--- src/rtl/cmp_branch_ctrl.sv ---
// Branch-resolution controller: drives a 4-bit comparator, samples its flags
// after a programmable settle time, resolves the branch and updates the PC.
module cmp_branch_ctrl #(
  parameter int PC_W          = 4,
  parameter int SETTLE_CYCLES = 1
) (
  input  logic            clk,
  input  logic            rst_n,
  input  logic            instr_valid,
  output logic            instr_ready,
  input  logic [1:0]      br_op,
  input  logic [3:0]      op_a,
  input  logic [3:0]      op_b,
  input  logic [PC_W-1:0] br_target,
  output logic [3:0]      cmp_A,
  output logic [3:0]      cmp_B,
  output logic            cmp_isEqual,
  output logic            cmp_isGreater,
  output logic            cmp_isLess,
  input  logic            cmp_equal,
  input  logic            cmp_A_greater,
  input  logic            cmp_A_less,
  output logic [PC_W-1:0] pc,
  output logic            done,
  output logic            taken,
  output logic [2:0]      last_flags,
  output logic            cmp_err
);

  typedef enum logic {IDLE, ISSUE} state_t;

  localparam logic [1:0]      OP_BEQ      = 2'b00;
  localparam logic [1:0]      OP_BGT      = 2'b01;
  localparam logic [1:0]      OP_BLT      = 2'b10;
  localparam logic [1:0]      OP_JMP      = 2'b11;
  localparam logic [2:0]      SETTLE_LOAD = 3'(SETTLE_CYCLES - 1);
  localparam logic [PC_W-1:0] PC_ONE      = {{(PC_W-1){1'b0}}, 1'b1};

  state_t          state;
  logic [2:0]      settle_cnt;
  logic [1:0]      br_op_p0;
  logic [PC_W-1:0] br_target_p0;
  logic [2:0]      flags;
  logic            flags_ok;
  logic            br_hit;
  logic            accept;

  function automatic logic is_onehot3(input logic [2:0] f);
    return (f == 3'b100) || (f == 3'b010) || (f == 3'b001);
  endfunction

  function automatic logic cond_met(input logic [1:0] op, input logic [2:0] f);
    case (op)
      OP_BEQ:  return f[2];
      OP_BGT:  return f[1];
      OP_BLT:  return f[0];
      default: return 1'b0;
    endcase
  endfunction

  assign instr_ready = (state == IDLE);
  assign accept      = instr_valid & instr_ready;
  assign flags       = {cmp_equal, cmp_A_greater, cmp_A_less};
  assign flags_ok    = is_onehot3(flags);
  assign br_hit      = flags_ok & cond_met(br_op_p0, flags);

  // Accept stage: instruction fields captured for use at resolve time
  always_ff @(posedge clk) begin
    if (accept) begin
      br_op_p0     <= br_op;
      br_target_p0 <= br_target;
    end
  end

  // Control and resolve stage
  always_ff @(posedge clk or negedge rst_n) begin
    if (!rst_n) begin
      state         <= IDLE;
      settle_cnt    <= 3'd0;
      pc            <= '0;
      done          <= 1'b0;
      taken         <= 1'b0;
      last_flags    <= 3'b000;
      cmp_err       <= 1'b0;
      cmp_A         <= 4'd0;
      cmp_B         <= 4'd0;
      cmp_isEqual   <= 1'b0;
      cmp_isGreater <= 1'b0;
      cmp_isLess    <= 1'b0;
    end else begin
      done <= 1'b0;
      case (state)
        IDLE: begin
          if (accept) begin
            if (br_op == OP_JMP) begin
              pc    <= br_target;
              taken <= 1'b1;
              done  <= 1'b1;
            end else begin
              cmp_A         <= op_a;
              cmp_B         <= op_b;
              cmp_isEqual   <= (br_op == OP_BEQ);
              cmp_isGreater <= (br_op == OP_BGT);
              cmp_isLess    <= (br_op == OP_BLT);
              settle_cnt    <= SETTLE_LOAD;
              state         <= ISSUE;
            end
          end
        end
        ISSUE: begin
          if (settle_cnt != 3'd0) begin
            settle_cnt <= settle_cnt - 3'd1;
          end else begin
            last_flags    <= flags;
            taken         <= br_hit;
            pc            <= br_hit ? br_target_p0 : pc + PC_ONE;
            done          <= 1'b1;
            cmp_isEqual   <= 1'b0;
            cmp_isGreater <= 1'b0;
            cmp_isLess    <= 1'b0;
            state         <= IDLE;
            // A non-one-hot flag pattern means a broken comparator; remember it
            if (!flags_ok) cmp_err <= 1'b1;
          end
        end
        default: state <= IDLE;
      endcase
    end
  end

endmodule

--- config.mk ---
export PLATFORM = sky130hd
export DESIGN_NAME = cmp_branch_ctrl
export DESIGN_NICKNAME = d
export VERILOG_FILES = /design/src/rtl/cmp_branch_ctrl.sv
export SDC_FILE = /design/constraint.sdc
export NUM_CORES = 1
export LEC_CHECK = 0
export ABC_AREA = 1
export CELL_PAD_IN_SITES_DETAIL_PLACEMENT = 1
export CELL_PAD_IN_SITES_GLOBAL_PLACEMENT = 1
export CORE_ASPECT_RATIO = 0.75
export CORE_MARGIN = 3
export CORE_UTILIZATION = 36
export DETAILED_ROUTE_END_ITERATION = 10
export GPL_ROUTABILITY_DRIVEN = 0
export HOLD_SLACK_MARGIN = 0.12
export PLACE_DENSITY_LB_ADDON = 0.1
export SETUP_SLACK_MARGIN = 0.15
export SLEW_MARGIN = 25
export SYNTH_ARGS = -nofsm -noshare
export SYNTH_HDL_FRONTEND = slang
export SYNTH_SLANG_ARGS = --single-unit
--- constraint.sdc ---
create_clock -name clk -period 2.63 [get_ports clk]
set_clock_uncertainty 0.05 [all_clocks]
set_input_delay 0.526 -clock clk [delete_from_list [all_inputs] [get_ports clk]]
set_output_delay 0.526 -clock clk [all_outputs]
set_load 0.03 [all_outputs]
After elaboration in Yosys (flattened, before gate mapping)

Index checks and enable logic that the tools add are counted.
Widths: inputs -> output; s select.

Add/sub/neg operators: 2
$mul: 0
Div/mod/pow operators: 0
$lt $le $gt $ge: 0
Equality and inequality tests: 13
Shift operators: 0
Multiplexer cells: 32
Bitwise operators: 6
Reduce and logical (&&, ||, !) cells: 11

Operators with widths:

| kind                | number |
|---|---|
| $mux 1              | 16 |
| $mux 4              | 4 |
| $reduce_and 3->1    | 5 |
| $pmux 1 s2          | 6 |
| $mux 3              | 3 |
| $pmux 4 s2          | 1 |
| $eq 2x2->1 const B  | 3 |
| $ne 2x1->1 const B  | 3 |
| $pmux 3 s2          | 1 |
| $add 4x1->4 const B | 1 |
| $eq 2x1->1 const B  | 2 |
| $logic_not 2->1     | 2 |
| $ne 2x2->1 const B  | 2 |
| $not 1->1           | 4 |
| $eq 3x1->1 const B  | 1 |
| $eq 3x2->1 const B  | 1 |
| $eq 3x3->1 const B  | 1 |
| $pmux 1 s3          | 1 |
| $reduce_bool 3->1   | 1 |
| $sub 3x1->3 const B | 1 |
| $and 1x1->1         | 2 |
| $logic_or 1x1->1    | 2 |
| $reduce_and 2->1    | 1 |

Flip-flop bits (word level): 31
Bits in latches: 0
Memory bits (writable): 0
Bits in read-only memories: 0
Output and inout port bits: 22
Memories kept: 0

Logic depth before layout (Yosys ltp)

Gate-level depths: netlist of run 1.

Depth after elaboration: 7
Mapped depth: 8

Worst setup path after synthesis of run 1

No wires, ideal clock.

Kind: input to register
From: input port instr_valid
To: register settle_cnt[2]
Setup time: 0.123 ns
Data arrival time: 1.303 ns
Data required time: 2.457 ns
Path slack: 1.154 ns
Stages on the path: 7
Path buffers: 0
Cell sequence: inv_1 > nor2_2 > nand2_1 > nand2_1 > nand2_1 > o21ai_0 > a21oi_1

Word-level cells in the longest chain between the ends: 3

Ends and longest elaborated chain:

| element                    | line | source |
|---|---|---|
| start: declaration         | 9    | `input logic instr_valid,` |
| $and 1x1->1                | 62   | `assign accept = instr_valid & instr_ready;` |
| net accept                 | 46   | `logic accept;` |
| $ne 2x1->1 (no line)       | --   |  |
| $reduce_and 3->1 (no line) | --   |  |
| end signal: assignment     | 112  | `settle_cnt <= settle_cnt - 3'd1;` |
| end: declaration           | 40   | `logic [2:0] settle_cnt;` |

The timed path passes the listed nets, and every way through them passes these cells.
A chain may end at the register's enable or synchronous reset.

Worst setup path after layout of run 1

From: register state
To: output port instr_ready

Word-level cells in the longest chain between the ends: 1

Ends and longest elaborated chain:

| element                  | line | source |
|---|---|---|
| start: declaration       | 39   | `state_t state;` |
| start signal: assignment | 78   | `state <= IDLE;` |
| start signal: assignment | 106  | `state <= ISSUE;` |
| start signal: assignment | 121  | `state <= IDLE;` |
| $not 1->1 (no line)      | --   |  |
| end: declaration         | 10   | `output logic instr_ready,` |

Every way passes these cells.

==> flow_metrics.env, run 1 <==
export IMPL_status="finished clean"
export IMPL_max_slew_margin_rel_pct=72.4
export IMPL_insertion_delay_ns=0.28
export IMPL_die_h_um=59.8
export IMPL_min_path_type="flip-flop to flip-flop"
export IMPL_grt_pass1_vias=1274
export IMPL_fin_setup_tns_ns=0
export IMPL_grt_overflow=0
export IMPL_crit_path_cell_trace="inv_2 > clkdlybuf4s50_1"
export IMPL_synth_edf_count=6
export IMPL_holdPathStages=2
export IMPL_syn_area_per_cell_um2=9.14
export IMPL_vdd_drop_max_v=0.000578
export IMPL_p_leak_nw=0.908
export IMPL_syn_inst=152
export IMPL_hold_viol_final=0
export IMPL_synth_seq_cells=31
export IMPL_setup_viol=0
export IMPL_htreeDepth=2
export IMPL_grt_pass1_wl_um=6220
export IMPL_met1_usage_pct=21.0
export IMPL_ys_flop_type="dfrtp_1"
export IMPL_cp_max_fo=11
export IMPL_r2r_end="settle_cnt[2]"
export IMPL_tightest_slew_ns=0.413
export IMPL_slowest_stage="clkdlybuf4s50_1"
export IMPL_yosys_top_cells_count="nand2_1 (42), dfrtp_1 (25), inv_1 (20), nand3_1 (17), a21oi_1 (11)"
export IMPL_clk_pin_slew_ns=0.06
export IMPL_drt_iter0_drc=54
export IMPL_grt_busiest_layer="met2"
export IMPL_antenna_found_initial=0
export IMPL_synthArstFlopShare_pct=80.6
export IMPL_synth_top_area_share_pct=45.0
export IMPL_antennaDiodeCount=0
export IMPL_grt_usage_pct=17.8
export IMPL_netlist_cell_type_count=21
export IMPL_reg2reg_from="state"
export IMPL_firstDrtPassIters=4
export IMPL_via_count=1204
export IMPL_slew_viol_final=0
export IMPL_vias_per_cell=4.80
export IMPL_row_count=18
export IMPL_synth_area_leaders="dfrtp_1 (45%), edfxtp_1 (13%), nand2_1 (11%), nand3_1 (6.1%), inv_1 (5.4%)"
export IMPL_cts_tree="yes"
export IMPL_reg2reg_slack_ns=0.99
export IMPL_cp_top_family="buffers and inverters"
export IMPL_start_kind="flip-flop"
export IMPL_drc=0
export IMPL_gr_usage_met2_pct=31.0
export IMPL_finalWorstSetupSlack_ns=0.273
export IMPL_ys_seq_area_share_pct=58.0
export IMPL_powerDensity_mw_per_mm2=1290
export IMPL_min_to="cmp_B[3]"
export IMPL_yosys_warnings=0
export IMPL_clock_sinks=31
export IMPL_grt_max_degree=26
export IMPL_drive_gt1_share_pct=6.97
export IMPL_coreArea_mm2=0.00349
export IMPL_syn_nets=175
export IMPL_critical_path_buf_inv_count=2
export IMPL_cts_path_max_buffers=2
export IMPL_wirelength_um=3630
export IMPL_yosysMostFrequentCell="nand2_1"
export IMPL_cts_resized=0
export IMPL_cts_made_buffers=5
export IMPL_chipWidth_um=77.7
export IMPL_hp_start="cmp_B[3]"
export IMPL_io_pins=42
export IMPL_cp_end_kind="output pin"
export IMPL_rsz0062_at_grt="false"
export IMPL_synth_area_leader_cell="dfrtp_1"
export IMPL_cts_root_buf="clkbuf_8"
export IMPL_gr_usage_met3_pct=5.42
export IMPL_initial_utilization_pct=39.8
export IMPL_min_period_ns=2.36
export IMPL_nets=223
export IMPL_worst_path_largest_cell_delay_ns=0.74
export IMPL_pre_cts_ws_ns=0.395
export IMPL_synth_area_mm2=0.00139
export IMPL_io_buffers=41
export IMPL_postCtsSetupBuffers=0
export IMPL_hold_buffers=0
export IMPL_critPathArrivalTime_ns=1.78
export IMPL_max_cap_violations=0
export IMPL_finalPower_mw=2.51
export IMPL_fin_crit_sh_pct=89.6
export IMPL_max_freq_mhz=424
export IMPL_die_area_mm2=0.00465
export IMPL_reg2reg_depth=6
export IMPL_critPathKind="flip-flop to output pin"
export IMPL_required_ns=2.05
export IMPL_hold_ws_ns=0.433
export IMPL_dp_hpwl_um=2810
export IMPL_area_growth_pct=40.0
export IMPL_wl_per_cell_um=14.5
export IMPL_ant_nets=0
==> power by group <==
part | switching [mW] | internal [mW] | total (mW)
sequential | 0.139 | 0.704 | 0.843
clock | 0.170 | 0.188 | 0.358
combinational | 0.797 | 0.513 | 1.31
==> through the flow <==
step / utilization [%] / cell area [um^2] / instances
floorplan: - / 1390 / 152
global placement: 53.4 / 1860 / 243
detailed placement: 53.4 / 1860 / 243
CTS: 55.7 / 1940 / 251
global route: 55.7 / 1940 / 251
finish: 55.7 / 1940 / 251
==> worst reg2reg max path, delay by kind of cell, from the launching register on <==
kind / cells / cell delay [ns]
AOI/OAI and AO/OA: 2 / 0.25
DFF: 1 / 0.49
and+or+nand+nor: 4 / 0.73
==> cells in the final DEF (no fill, tap or decap), types with 3 or more instances in the layout <==
master	count
a21oi_1	11
clkbuf_1	3
clkbuf_8	5
clkdlybuf4s50_1	41
dfrtp_1	25
edfxtp_1	6
ha_1	3
inv_1	20
inv_2	3
nand2_1	42
nand3_1	17
nor2_1	6
o21ai_0	7
==> final cells by class <==
cell class,instances,area (um^2)
Tap cell,50,62.6
Multi-Input combinational cell,96,484
Inverter,23,86.3
Timing Repair Buffer,43,425
Fill cell,413,1550
Sequential cell,31,806
Clock buffer,8,80.1
==> state kept, by name, summed over array words and instances, names as in the netlist <==
name	flops
br_op_p0	2
br_target_p0	4
cmp_A	4
cmp_B	4
cmp_err	1
cmp_isEqual	1
cmp_isGreater	1
cmp_isLess	1
done	1
last_flags	3
pc	4
settle_cnt	3
state	1
taken	1
==> layer usage <==
layer / routed length (um) / up-vias
li1: - / 584
met1: 1570 / 588
met2: 1830 / 25
met3: 186 / 7
met4: 51 / 0
met5: 0 / -
==> how the worst max path moves through the flow <==
stage / start / endpoint / slack [ns] / cells past startpoint
finish: state / instr_ready / 0.27 / 2
global placement: instr_valid / settle_cnt[2] / 0.56 / 8
floorplan: instr_valid / settle_cnt[2] / 1.15 / 7
CTS: state / instr_ready / 0.27 / 2
global route: state / instr_ready / 0.23 / 2
detailed placement: instr_valid / settle_cnt[2] / 0.40 / 8
==> cells by family after synthesis <==
logic type      Yosys count  share of synthesized area [%]
buf+inv                  25                           7.12
compound gates           22                           9.64
xor+xnor                  2                           1.26
simple gates             69                           21.3
flops                    31                           58.0
fa+ha+maj                 3                           2.70
(Power assumes the default switching activity.)
==> run 2: changes to the inputs <==
--- a/config.mk
+++ b/config.mk
@@ -13,6 +13,7 @@
 export CORE_UTILIZATION = 36
 export DETAILED_ROUTE_END_ITERATION = 10
 export GPL_ROUTABILITY_DRIVEN = 0
+export GPL_TIMING_DRIVEN = 0
 export HOLD_SLACK_MARGIN = 0.12
 export PLACE_DENSITY_LB_ADDON = 0.1
 export SETUP_SLACK_MARGIN = 0.15
==> run 2 against run 1 <==
  * Routed wire length is 0.41% lower
  * Non-clock buffer count stayed put
  * Critical endpoint unchanged
  * Combinational power hardly changed
  * Largest cell class unchanged
  * Highest routed layer unchanged
  * Final area is 0.64% higher
==> flow_metrics.env, run 2 (synthesis results as in run 1) <==
export IMPL_fin_setup_tns_ns=0
export IMPL_start_kind="flip-flop"
export IMPL_critPathKind="flip-flop to output pin"
export IMPL_ant_nets=0
export IMPL_hold_buffers=0
export IMPL_min_period_ns=2.33
export IMPL_rsz0062_at_grt="false"
export IMPL_gr_usage_met3_pct=4.07
export IMPL_antenna_found_initial=0
export IMPL_drc=0
export IMPL_worst_path_largest_cell_delay_ns=0.69
export IMPL_drive_gt1_share_pct=8.46
export IMPL_wl_per_cell_um=14.4
export IMPL_vias_per_cell=4.87
export IMPL_insertion_delay_ns=0.28
export IMPL_grt_busiest_layer="met2"
export IMPL_finalPower_mw=2.57
export IMPL_cts_path_max_buffers=2
export IMPL_min_path_type="input pin to asynchronous set/reset pin"
export IMPL_grt_pass1_wl_um=6140
export IMPL_slowest_stage="clkdlybuf4s50_1"
export IMPL_max_cap_violations=0
export IMPL_placed_cell_area_mm2=0.00186
export IMPL_grt_max_degree=26
export IMPL_via_count=1222
export IMPL_cp_max_fo=10
export IMPL_critPathArrivalTime_ns=1.75
export IMPL_htreeDepth=2
export IMPL_antennaDiodeCount=0
export IMPL_r2r_end="settle_cnt[2]"
export IMPL_required_ns=2.05
export IMPL_final_util_pct=56.1
export IMPL_vdd_drop_max_v=0.000518
export IMPL_tightest_slew_ns=0.564
export IMPL_status="finished clean"
export IMPL_firstDrtPassIters=4
export IMPL_slew_viol_final=0
export IMPL_reg2reg_slack_ns=0.98
export IMPL_p_leak_nw=0.918
export IMPL_setup_viol=0
export IMPL_hold_viol_final=0
export IMPL_max_slew_margin_rel_pct=62.4
export IMPL_drt_iter0_drc=46
export IMPL_met1_usage_pct=22.2
export IMPL_grt_pass1_vias=1268
export IMPL_cp_top_family="buffers and inverters"
export IMPL_reg2reg_from="state"
export IMPL_clock_sinks=31
export IMPL_grt_overflow=0
export IMPL_initial_utilization_pct=39.8
export IMPL_fin_crit_sh_pct=88.4
export IMPL_cts_root_buf="clkbuf_8"
export IMPL_nets=223
export IMPL_gr_usage_met2_pct=29.6
export IMPL_cts_tree="yes"
export IMPL_powerDensity_mw_per_mm2=1310
export IMPL_area_growth_pct=40.9
export IMPL_io_buffers=41
export IMPL_wirelength_um=3620
export IMPL_dp_hpwl_um=2780
export IMPL_clk_pin_slew_ns=0.07
export IMPL_max_freq_mhz=430
export IMPL_cts_made_buffers=5
export IMPL_fin_area_mm2=0.00196
export IMPL_final_common_cell="nand2_1"
export IMPL_coreArea_mm2=0.00349
export IMPL_row_count=18
export IMPL_reg2reg_depth=6
export IMPL_critical_path_buf_inv_count=3
export IMPL_die_area_mm2=0.00465
export IMPL_cp_end_kind="output pin"
export IMPL_fillers=411
export IMPL_chipWidth_um=77.7
export IMPL_postCtsSetupBuffers=0
export IMPL_crit_path_cell_trace="inv_2 > buf_4 > clkdlybuf4s50_1"
export IMPL_io_pins=42
export IMPL_grt_usage_pct=17.6
export IMPL_die_h_um=59.8
export IMPL_layout_common_cells="nand2_1 (42), clkdlybuf4s50_1 (40), dfrtp_1 (25)"
export IMPL_cts_resized=0
==> run 2: cell types whose count changed in the layout (fill, tap and decap cells not counted) <==
cell,previous run,this run
clkdlybuf4s50_1,41,40
buf_4,2,1
clkbuf_8,5,7
buf_2,0,2
clkbuf_1,3,1
==> run 2: final cells by class <==
cell class / count / area (um^2) / area share [%]
Sequential cell: 31 / 806 / 41.2
Multi-Input combinational cell: 96 / 484 / 24.7
Timing Repair Buffer: 41 / 405 / 20.7
Clock buffer: 8 / 100 / 5.12
Inverter: 23 / 86.3 / 4.41
Tap cell: 50 / 62.6 / 3.20
Buffer: 2 / 12.5 / 0.639
==> run 2: where the power goes <==
part / internal (mW) / total [mW] / switching (mW) / leakage, nW
clock: 0.239 / 0.411 / 0.173 / 0.0515
combinational: 0.521 / 1.32 / 0.799 / 0.509
sequential: 0.704 / 0.841 / 0.137 / 0.358
==> run 2: worst max-delay path by stage <==
stage,start,to,slack (ns),cells after the start
floorplan,instr_valid,settle_cnt[2],1.15,7
global placement,instr_valid,settle_cnt[2],0.44,8
detailed placement,instr_valid,settle_cnt[2],0.36,8
CTS,state,instr_ready,0.29,3
global route,state,instr_ready,0.21,3
finish,state,instr_ready,0.30,3
==> run 2: layer usage <==
metal	up-vias	part of all wire, %
met2	21	50
li1	583	-
met4	0	1.5
met3	7	3.2
met1	611	45
met5	-	0
==> run 2: through the flow <==
step                      hold slack (ns)  worst slack (ns)  std cells
after global routing                0.224             0.210        251
after global placement              0.407             0.439        243
after floorplan                     0.180              1.15        152
final                               0.181             0.304        251
after detailed placement            0.411             0.356        243
after CTS                           0.206             0.287        251
